[src/rtl/target_port.sv]
// -----------------------------------------------------------------------------
// target_port
//
// Serial-to-parallel front end sitting directly upstream of the byte-memory
// target. A bus frame (rw flag, 16-bit address LSB-first, and for writes an
// 8-bit data byte LSB-first) is deserialized, filtered on the device ID held
// in address bits [15:12], and turned into a single-cycle parallel request.
// The target's ack completes the transaction. For reads, the returned byte is
// shifted back out on the bus LSB-first.
//
// Ports
//   clk, rst_n         clock, asynchronous active-low reset
//   bus_valid          frame active; one serial bit per cycle while high
//   bus_data           serial address / write-data bit, LSB-first
//   bus_rw             1 = write, 0 = read; sampled on the first frame cycle
//   bus_rdata          serial read-data bit, LSB-first
//   bus_rdata_valid    qualifies bus_rdata
//   bus_ack            one-cycle pulse: transaction complete
//   bus_err            one-cycle pulse: target timeout / read without data
//   bus_busy           high whenever the controller is not idle
//   tgt_addr           request address (full 16 bits, ID bits included)
//   tgt_addr_valid     one-cycle request strobe
//   tgt_wdata          write data (0 on reads)
//   tgt_wdata_valid    asserted together with tgt_addr_valid on writes
//   tgt_rw             request direction, stable from ISSUE through WAIT_ACK
//   tgt_rdata          target read data
//   tgt_rdata_valid    qualifies tgt_rdata
//   tgt_ack            target completion pulse
//   tgt_ready          target can accept a request
//
// Every output is a register loaded from the next-state logic, so an output
// reacts on the same edge as the state transition that produces it.
// -----------------------------------------------------------------------------
module target_port #(
  parameter logic [3:0] DEVICE_ID   = 4'h0,
  parameter int         ACK_TIMEOUT = 16
) (
  input  logic        clk,
  input  logic        rst_n,
  input  logic        bus_valid,
  input  logic        bus_data,
  input  logic        bus_rw,
  output logic        bus_rdata,
  output logic        bus_rdata_valid,
  output logic        bus_ack,
  output logic        bus_err,
  output logic        bus_busy,
  output logic [15:0] tgt_addr,
  output logic        tgt_addr_valid,
  output logic [7:0]  tgt_wdata,
  output logic        tgt_wdata_valid,
  output logic        tgt_rw,
  input  logic [7:0]  tgt_rdata,
  input  logic        tgt_rdata_valid,
  input  logic        tgt_ack,
  input  logic        tgt_ready
);

  localparam int                CNT_W    = $clog2(ACK_TIMEOUT);
  localparam logic [CNT_W-1:0]  CNT_LAST = CNT_W'(ACK_TIMEOUT - 1);

  typedef enum logic [2:0] {
    IDLE, ADDR, WDATA, SKIP, ISSUE, WAIT_ACK, RDATA, DONE
  } state_t;

  state_t            state, state_n;
  logic              bus_valid_q;
  logic [3:0]        bit_cnt, bit_cnt_n;
  logic [CNT_W-1:0]  ack_cnt, ack_cnt_n;
  logic              rw, rw_n;

  // Shift registers: data only, never reset
  logic [15:0]       addr_sr;
  logic [7:0]        wdata_sr;
  logic [7:0]        rdata_sr;

  logic              addr_shift, wdata_shift, rdata_load, rdata_shift;
  logic              req_load;
  logic [15:0]       req_addr;
  logic [7:0]        req_wdata;

  logic              bus_rdata_n, bus_rdata_valid_n, bus_ack_n, bus_err_n;
  logic              tgt_addr_valid_n, tgt_wdata_valid_n;

  // Value of each shift register including the bit presented this cycle, so
  // the last serial bit can be used in the same cycle it arrives.
  logic [15:0]       frame_addr;
  logic [7:0]        frame_wdata;
  assign frame_addr  = {bus_data, addr_sr[15:1]};
  assign frame_wdata = {bus_data, wdata_sr[7:1]};

  always_comb begin
    state_n           = state;
    bit_cnt_n         = bit_cnt;
    ack_cnt_n         = ack_cnt;
    rw_n              = rw;
    addr_shift        = 1'b0;
    wdata_shift       = 1'b0;
    rdata_load        = 1'b0;
    rdata_shift       = 1'b0;
    req_load          = 1'b0;
    req_addr          = addr_sr;
    req_wdata         = 8'h00;
    bus_rdata_n       = 1'b0;
    bus_rdata_valid_n = 1'b0;
    bus_ack_n         = 1'b0;
    bus_err_n         = 1'b0;
    tgt_addr_valid_n  = 1'b0;
    tgt_wdata_valid_n = 1'b0;

    case (state)
      IDLE: begin
        // Only a rising edge starts a frame; a bus held high after the
        // previous frame must drop for at least one cycle first.
        if (bus_valid && !bus_valid_q) begin
          rw_n       = bus_rw;
          addr_shift = 1'b1;
          bit_cnt_n  = 4'd1;
          state_n    = ADDR;
        end
      end

      ADDR: begin
        if (!bus_valid) begin
          state_n = IDLE;
        end else begin
          addr_shift = 1'b1;
          if (bit_cnt == 4'd15) begin
            bit_cnt_n = 4'd0;
            if (frame_addr[15:12] != DEVICE_ID) begin
              state_n = SKIP;
            end else if (rw) begin
              state_n = WDATA;
            end else begin
              req_load = 1'b1;
              req_addr = frame_addr;
              state_n  = ISSUE;
            end
          end else begin
            bit_cnt_n = bit_cnt + 4'd1;
          end
        end
      end

      WDATA: begin
        if (!bus_valid) begin
          state_n = IDLE;
        end else begin
          wdata_shift = 1'b1;
          if (bit_cnt == 4'd7) begin
            bit_cnt_n = 4'd0;
            req_load  = 1'b1;
            req_wdata = frame_wdata;
            state_n   = ISSUE;
          end else begin
            bit_cnt_n = bit_cnt + 4'd1;
          end
        end
      end

      SKIP: begin
        if (!bus_valid) state_n = IDLE;
      end

      ISSUE: begin
        if (tgt_ready) begin
          tgt_addr_valid_n  = 1'b1;
          tgt_wdata_valid_n = rw;
          ack_cnt_n         = '0;
          state_n           = WAIT_ACK;
        end
      end

      WAIT_ACK: begin
        if (tgt_ack) begin
          if (rw) begin
            state_n = DONE;
          end else if (tgt_rdata_valid) begin
            rdata_load = 1'b1;
            bit_cnt_n  = 4'd0;
            state_n    = RDATA;
          end else begin
            // A read acked without data cannot be completed
            bus_err_n = 1'b1;
            state_n   = IDLE;
          end
        end else if (ack_cnt == CNT_LAST) begin
          bus_err_n = 1'b1;
          state_n   = IDLE;
        end else begin
          ack_cnt_n = ack_cnt + 1'b1;
        end
      end

      RDATA: begin
        bus_rdata_n       = rdata_sr[0];
        bus_rdata_valid_n = 1'b1;
        rdata_shift       = 1'b1;
        if (bit_cnt == 4'd7) begin
          bit_cnt_n = 4'd0;
          state_n   = DONE;
        end else begin
          bit_cnt_n = bit_cnt + 4'd1;
        end
      end

      DONE: begin
        bus_ack_n = 1'b1;
        state_n   = IDLE;
      end

      default: state_n = IDLE;
    endcase
  end

  // Control and output registers
  always_ff @(posedge clk or negedge rst_n) begin
    if (!rst_n) begin
      state           <= IDLE;
      bus_valid_q     <= 1'b0;
      bit_cnt         <= 4'd0;
      ack_cnt         <= '0;
      rw              <= 1'b0;
      bus_rdata       <= 1'b0;
      bus_rdata_valid <= 1'b0;
      bus_ack         <= 1'b0;
      bus_err         <= 1'b0;
      bus_busy        <= 1'b0;
      tgt_addr        <= 16'h0000;
      tgt_addr_valid  <= 1'b0;
      tgt_wdata       <= 8'h00;
      tgt_wdata_valid <= 1'b0;
      tgt_rw          <= 1'b0;
    end else begin
      state           <= state_n;
      bus_valid_q     <= bus_valid;
      bit_cnt         <= bit_cnt_n;
      ack_cnt         <= ack_cnt_n;
      rw              <= rw_n;
      bus_rdata       <= bus_rdata_n;
      bus_rdata_valid <= bus_rdata_valid_n;
      bus_ack         <= bus_ack_n;
      bus_err         <= bus_err_n;
      bus_busy        <= (state_n != IDLE);
      tgt_addr_valid  <= tgt_addr_valid_n;
      tgt_wdata_valid <= tgt_wdata_valid_n;
      // Request fields are loaded on entry to ISSUE and then held, keeping
      // them stable while the target works on the request.
      if (req_load) begin
        tgt_addr  <= req_addr;
        tgt_wdata <= req_wdata;
        tgt_rw    <= rw;
      end
    end
  end

  // Shift registers
  always_ff @(posedge clk) begin
    if (addr_shift)  addr_sr  <= frame_addr;
    if (wdata_shift) wdata_sr <= frame_wdata;
    if (rdata_load)
      rdata_sr <= tgt_rdata;
    else if (rdata_shift)
      rdata_sr <= {1'b0, rdata_sr[7:1]};
  end

endmodule

[config.mk]
export PLATFORM = sky130hd
export DESIGN_NAME = target_port
export DESIGN_NICKNAME = d
export VERILOG_FILES = /design/src/rtl/target_port.sv
export SDC_FILE = /design/constraint.sdc
export NUM_CORES = 1
export LEC_CHECK = 0
export BUFFER_PORTS_ARGS = -buffer_cell sky130_fd_sc_hd__buf_2
export CAP_MARGIN = 20
export CORE_ASPECT_RATIO = 1.75
export CORE_UTILIZATION = 35
export CTS_CLUSTER_DIAMETER = 150
export DETAILED_ROUTE_END_ITERATION = 6
export HOLD_SLACK_MARGIN = 0.03
export RECOVER_POWER = 100
export SLEW_MARGIN = 25
export SYNTH_ARGS = -nofsm -noshare
export SYNTH_HDL_FRONTEND = slang
export SYNTH_SLANG_ARGS = --single-unit
[constraint.sdc]
create_clock -name clk -period 4.2 [get_ports clk]
set_input_delay 0.63 -clock clk [delete_from_list [all_inputs] [get_ports clk]]
set_output_delay 0.63 -clock clk [all_outputs]
set_load 0.005 [all_outputs]
# Word-level counts from Yosys, hierarchy flattened
# Cells that the tools add are included.
[word_totals] register_bits=77 input_bits=16 output_inout_bits=32 elab_cells=115
[classes] addsub=2 n_eq_ne=19 mux=65 n_reduce_logical=11
[op_table] op="16-bit two-way mux" n=5
[op_table] op="4-bit two-way mux" n=11
[op_table] op="3-bit two-way mux" n=14
[op_table] op="8-bit two-way mux" n=5
[op_table] op="1-bit two-way mux" n=25
[op_table] op="3-bit case mux with 8 select lines" n=1
[op_table] op="4-bit case mux with 5 select lines" n=1
[op_table] op="2-bit != test (second input constant)" n=9
[op_table] op="3-bit equality test (second input constant)" n=4
[op_table] op="4-bit by 1-bit adder with 4-bit output (second input constant)" n=2
[op_table] op="4-bit equality test (second input constant)" n=2
[op_table] op="4-bit case mux with 2 select lines" n=1
[op_table] op="7-bit AND reduction" n=1
[op_table] op="3-bit by 2-bit equality test with 1-bit output (second input constant)" n=2
[op_table] op="5-bit nonzero test" n=1
[op_table] op="4-bit by 3-bit equality test with 1-bit output (second input constant)" n=1
[op_table] op="1-bit case mux with 2 select lines" n=2
[op_table] op="4-bit AND reduction" n=1
[op_table] op="2-bit nonzero test" n=2
[op_table] op="4-bit nonzero test" n=1
[op_table] op="3-bit by 1-bit equality test with 1-bit output (second input constant)" n=1
[op_table] op="3-bit zero test" n=1
[op_table] op="3-bit nonzero test" n=1
[op_table] op="2-bit AND reduction" n=1
[op_table] op="2 further kinds" n=2

# Depth between registers and ports, before layout
[depth] word_depth=6 depth_mapped=7 ltp_nobuf=5

# Worst setup path after synthesis
# No wires, ideal clock.
[synth_path] path_type="input -> register" start="input bus_data" end="register tgt_addr[10]" setup_ns=0.125 arrival_ns=2.372 t_required_ns=4.075 slack_ns=1.704 stages=6 path_buffers=2 path_cell_list="or4_4 > or4_4 > buf_6 > buf_12 > mux2_4 > mux2_2"
[synth_between] elab_chain_len=5 word_cells_on_any_way=9 cone_classes="mux (8); reduce/logical (1)"
[synth_rtl] element="start: declaration" line_no="41" text="input logic bus_data,"
[synth_rtl] element="4-bit nonzero test *" line_no="130" text="if (frame_addr[15:12] != DEVICE_ID) begin"
[synth_rtl] element="1-bit two-way mux or 16-bit two-way mux (tied branches)" line_no="130"
[synth_rtl] element="1-bit two-way mux or 16-bit two-way mux (tied branches)" line_no="128" text="if (bit_cnt == 4'd15) begin"
[synth_rtl] element="1-bit two-way mux or 16-bit two-way mux (tied branches)" line_no="124" text="if (!bus_valid) begin"
[synth_rtl] element="1-bit case mux with 2 select lines or 16-bit two-way mux (tied branches)" line_no="111" text="case (state)"
[synth_rtl] element="end signal: assignment" line_no="250" text="tgt_addr <= req_addr;"
[synth_rtl] element="end: declaration" line_no="48" text="output logic [15:0] tgt_addr,"
# Every way passes the cells marked *; elsewhere a longest branch is shown, timed or not.
# A chain may end at the register's enable or synchronous reset.

# Worst setup path after layout
[layout_path] start="register state[2]" end="register addr_sr[5] (enable)"
[layout_between] elab_chain_len=2 word_cells_on_any_way=3 cone_classes="eq/ne (1); mux (1); reduce/logical (1)"
[layout_rtl] element="start: declaration" line_no="66" text="state_t state, state_n;"
[layout_rtl] element="start signal: assignment" line_no="235" text="state <= state_n;"
[layout_rtl] element="3-bit by 1-bit equality test with 1-bit output or 3-bit zero test (tied branches)" line_no="111"
[layout_rtl] element="1-bit case mux with 2 select lines *" line_no="111"
[layout_rtl] element="via addr_shift" line_no="77" text="logic addr_shift, wdata_shift, rdata_load, rdata_shift;"
[layout_rtl] element="end signal: assignment" line_no="259" text="if (addr_shift) addr_sr <= frame_addr;"
[layout_rtl] element="end: declaration" line_no="73" text="logic [15:0] addr_sr;"
# Mark *: on every way through the listed nets, which the timed path passes. The rest lies on a longest branch.

==> results.txt <==
outcome = complete, but fails checks
violated checks = capacitance limit, slew limit
pre-CTS setup slack = 1.566 ns
Min-Delay Path Class = flop to flop
Main synth FF type = dfrtp_1
worst hold margin = 0.4606 ns
Fin. Hold Viols = 0
placed inst area = 0.003635 sq mm
PnR worst setup slack = 1.397 ns
CP endpoint kind = flop
initial antenna violation count = 0
drt wl/cell = 15.38 um
Crit Path Category = flop to flop
Core Region = 0.009094 sq mm
Cells after Synth = 235
vias in the first global route = 2080
pin slew with the least headroom to its limit = 2.482 ns
Root Driver = clkbuf_16
Total Routing Usage GR = 14.52%
CTS tree = yes
synth unique cells = 48
Seq cells post-synth = 76
filler cell count = 901
Pwr Total = 2.118 mW
initial core utilization = 36.10%
remaining antenna violation count = 0
ys async rst share = 59.21%
finished layout cell area = 0.003845 sq mm
Num CTS Buffers = 9
max-cap viol count = 2
Die Width = 75.22 um
Ys Warns = 0
unrepaired setup endpoints after global routing = false
DRT Wirelength = 6258 um
Rows = 46
maximum vdd ir drop = 0.3112 mV
DRC Markers = 0
Setup TNS = 0 ns
nets = 300
IO Port Bufs = 47
CTS clock-pin slew for the worst setup and hold paths = 0.05 ns
CP required = 4.11 ns
worst-path fanout max = 16
vias per cell = 5.059
first-pass GRT wire length = 10460 um
CTS Sinks = 76
post-layout min period = 2.803 ns
Die Ht = 130.1 um
gpl congestion = 0.7607
Die Area = 0.009787 sq mm
pin count of the biggest net entering global routing = 46
clk_skew = 0.006413 ns
share of cells above drive strength 1 = 23.69%
Slew HR = -65.46%
CTS HTree Levels = 3
postcts setup bufs = 0
Resized Gates After CTS = 0
setup violators final = 0
Max Transition Viols Final = 63
Hold-fix buffers, CTS = 0
CP Launch Type = flop
mapped cell area = 0.003283 sq mm
Ant. Diodes = 0
First-pass DRT Iterations = 4
Pwr per Cell Area = 550.9 mW/mm^2
Mapped Nets = 253
Leak = 1.639 nW
EDFF count, synth = 31
boundary pin count = 48
aggregate global routing overflow = 0
synthesized area per cell = 13.97 sq um
Post-DP HPWL = 4335 um
crit share post-route = 66.73%
Clock Path Buffers = 2
fmax = 356.8 MHz
sequential share of the synthesized area = 62.65%
DR vias = 2059
Area Overhead vs Synth = 17.11%
worst skew pair latency = 0.33 ns
number of DRC markers in iteration 0 = 123
Worst EP arrival = 2.71 ns
-- logic make-up after synthesis --
group	after synthesis	share of synthesized area, %
simple gates	60	10.78
compound gates	45	9.718
buf+inv	14	2.325
xor+xnor	2	0.5336
fa+ha+maj	2	0.7621
mux	36	13.22
flops	76	62.65
-- stage by stage --
stage | util [%] | std cells
after floorplan | - | 235
after global placement | 39.72 | 391
after detailed placement | 39.97 | 391
after CTS | 43.11 | 407
after global routing | 42.28 | 407
final | 42.28 | 407
-- final timing paths --
path	startpoint	endpoint	slack, ns	cells after the start
worst min-delay path	wdata_sr[2]	wdata_sr[1]	0.46	0
worst min register to register	wdata_sr[2]	wdata_sr[1]	0.46	0
max in group asynchronous	rst_n	bus_rdata	1.72	1
worst max-delay path	state[2]	addr_sr[5]	1.40	3
worst max register to register	state[2]	addr_sr[5]	1.40	3
min in group asynchronous	rst_n	tgt_addr[5]	1.07	1
-- cells in the mapped netlist (2+ instances only) --
master | n | share of area, %
o31a_1 | 2 | 0.53
nand3b_1 | 2 | 0.46
nand3_1 | 6 | 0.91
nor3_1 | 5 | 0.76
and3_1 | 4 | 0.76
mux2_2 | 23 | 7.9
xnor2_1 | 2 | 0.53
and3b_1 | 2 | 0.53
nand2b_1 | 5 | 0.95
a21oi_1 | 6 | 0.91
nor3b_1 | 2 | 0.46
nor2_1 | 12 | 1.4
nand2_1 | 6 | 0.69
a31oi_1 | 3 | 0.57
inv_1 | 3 | 0.34
o31ai_1 | 2 | 0.46
ha_1 | 2 | 0.76
o22a_1 | 2 | 0.53
a22o_1 | 10 | 2.7
edfxtp_1 | 31 | 28
mux2_1 | 4 | 1.4
mux2_4 | 8 | 3.7
nor2b_1 | 5 | 0.95
dfrtp_1 | 45 | 34
clkbuf_1 | 9 | 1.0
o211ai_1 | 2 | 0.46
or4_4 | 2 | 0.69
nor4_1 | 2 | 0.38
o21ai_0 | 9 | 1.4
-- area by class of cell --
| type | instances | area (sq um) | share of cell area [%] |
|---|---|---|---|
| Clock inverter | 2 | 10.01 | 0.2603 |
| Sequential cell | 76 | 2057 | 53.50 |
| Inverter | 3 | 11.26 | 0.2929 |
| Multi-Input combinational cell | 145 | 1129 | 29.35 |
| Tap cell | 120 | 150.1 | 3.905 |
| Timing Repair Buffer | 47 | 212.7 | 5.532 |
| Clock buffer | 14 | 275.3 | 7.159 |
-- where the power goes --
part	switching [mW]	internal, mW	total, mW
Combinational	0.219	0.171	0.390
Clock	0.273	0.450	0.723
Sequential	0.116	0.889	1.01
Total	0.608	1.51	2.12
-- worst max-delay path: stages (launching register included) --
cell     delay [ns]
dfrtp_1        0.52
inv_1          0.18
nand2_1        0.12
nor3_1         1.56
-- routing by layer --
metal  part of all wire, %  vias to the layer above  track usage, %
met5                     0                        -               0
met4                   2.4                        0           6.318
met3                   3.7                       10           4.093
met2                    51                       45           23.69
met1                    43                     1018           17.70
li1                      -                      986               -
-- cells in the final DEF, fill, tap and decap left out, types with 2 or more instances in the layout --
cell type / count
o22a_1: 2
or4_1: 2
ha_1: 2
mux2_2: 23
inv_1: 3
xnor2_1: 2
nand2b_1: 5
buf_2: 29
clkinv_2: 2
clkbuf_1: 21
a31oi_1: 3
clkbuf_16: 10
dfrtp_1: 45
and3b_1: 2
o31a_1: 2
nand3b_1: 2
o21ai_0: 9
a22o_1: 10
o31ai_1: 2
edfxtp_1: 31
o211ai_1: 2
and3_1: 4
mux2_1: 12
nor3b_1: 2
nor2b_1: 5
nor4_1: 2
nor2_1: 12
nand2_1: 6
nand3_1: 6
a21oi_1: 6
nor3_1: 4
-- registers in the layout, summed over array words and instances, names as in the netlist, 3 cells and up --
signal and count:
wdata_sr 7, tgt_wdata 8, rdata_sr 8, tgt_addr 16, state 3, bit_cnt 4, ack_cnt 4, addr_sr 16
(Power assumes the default switching activity.)
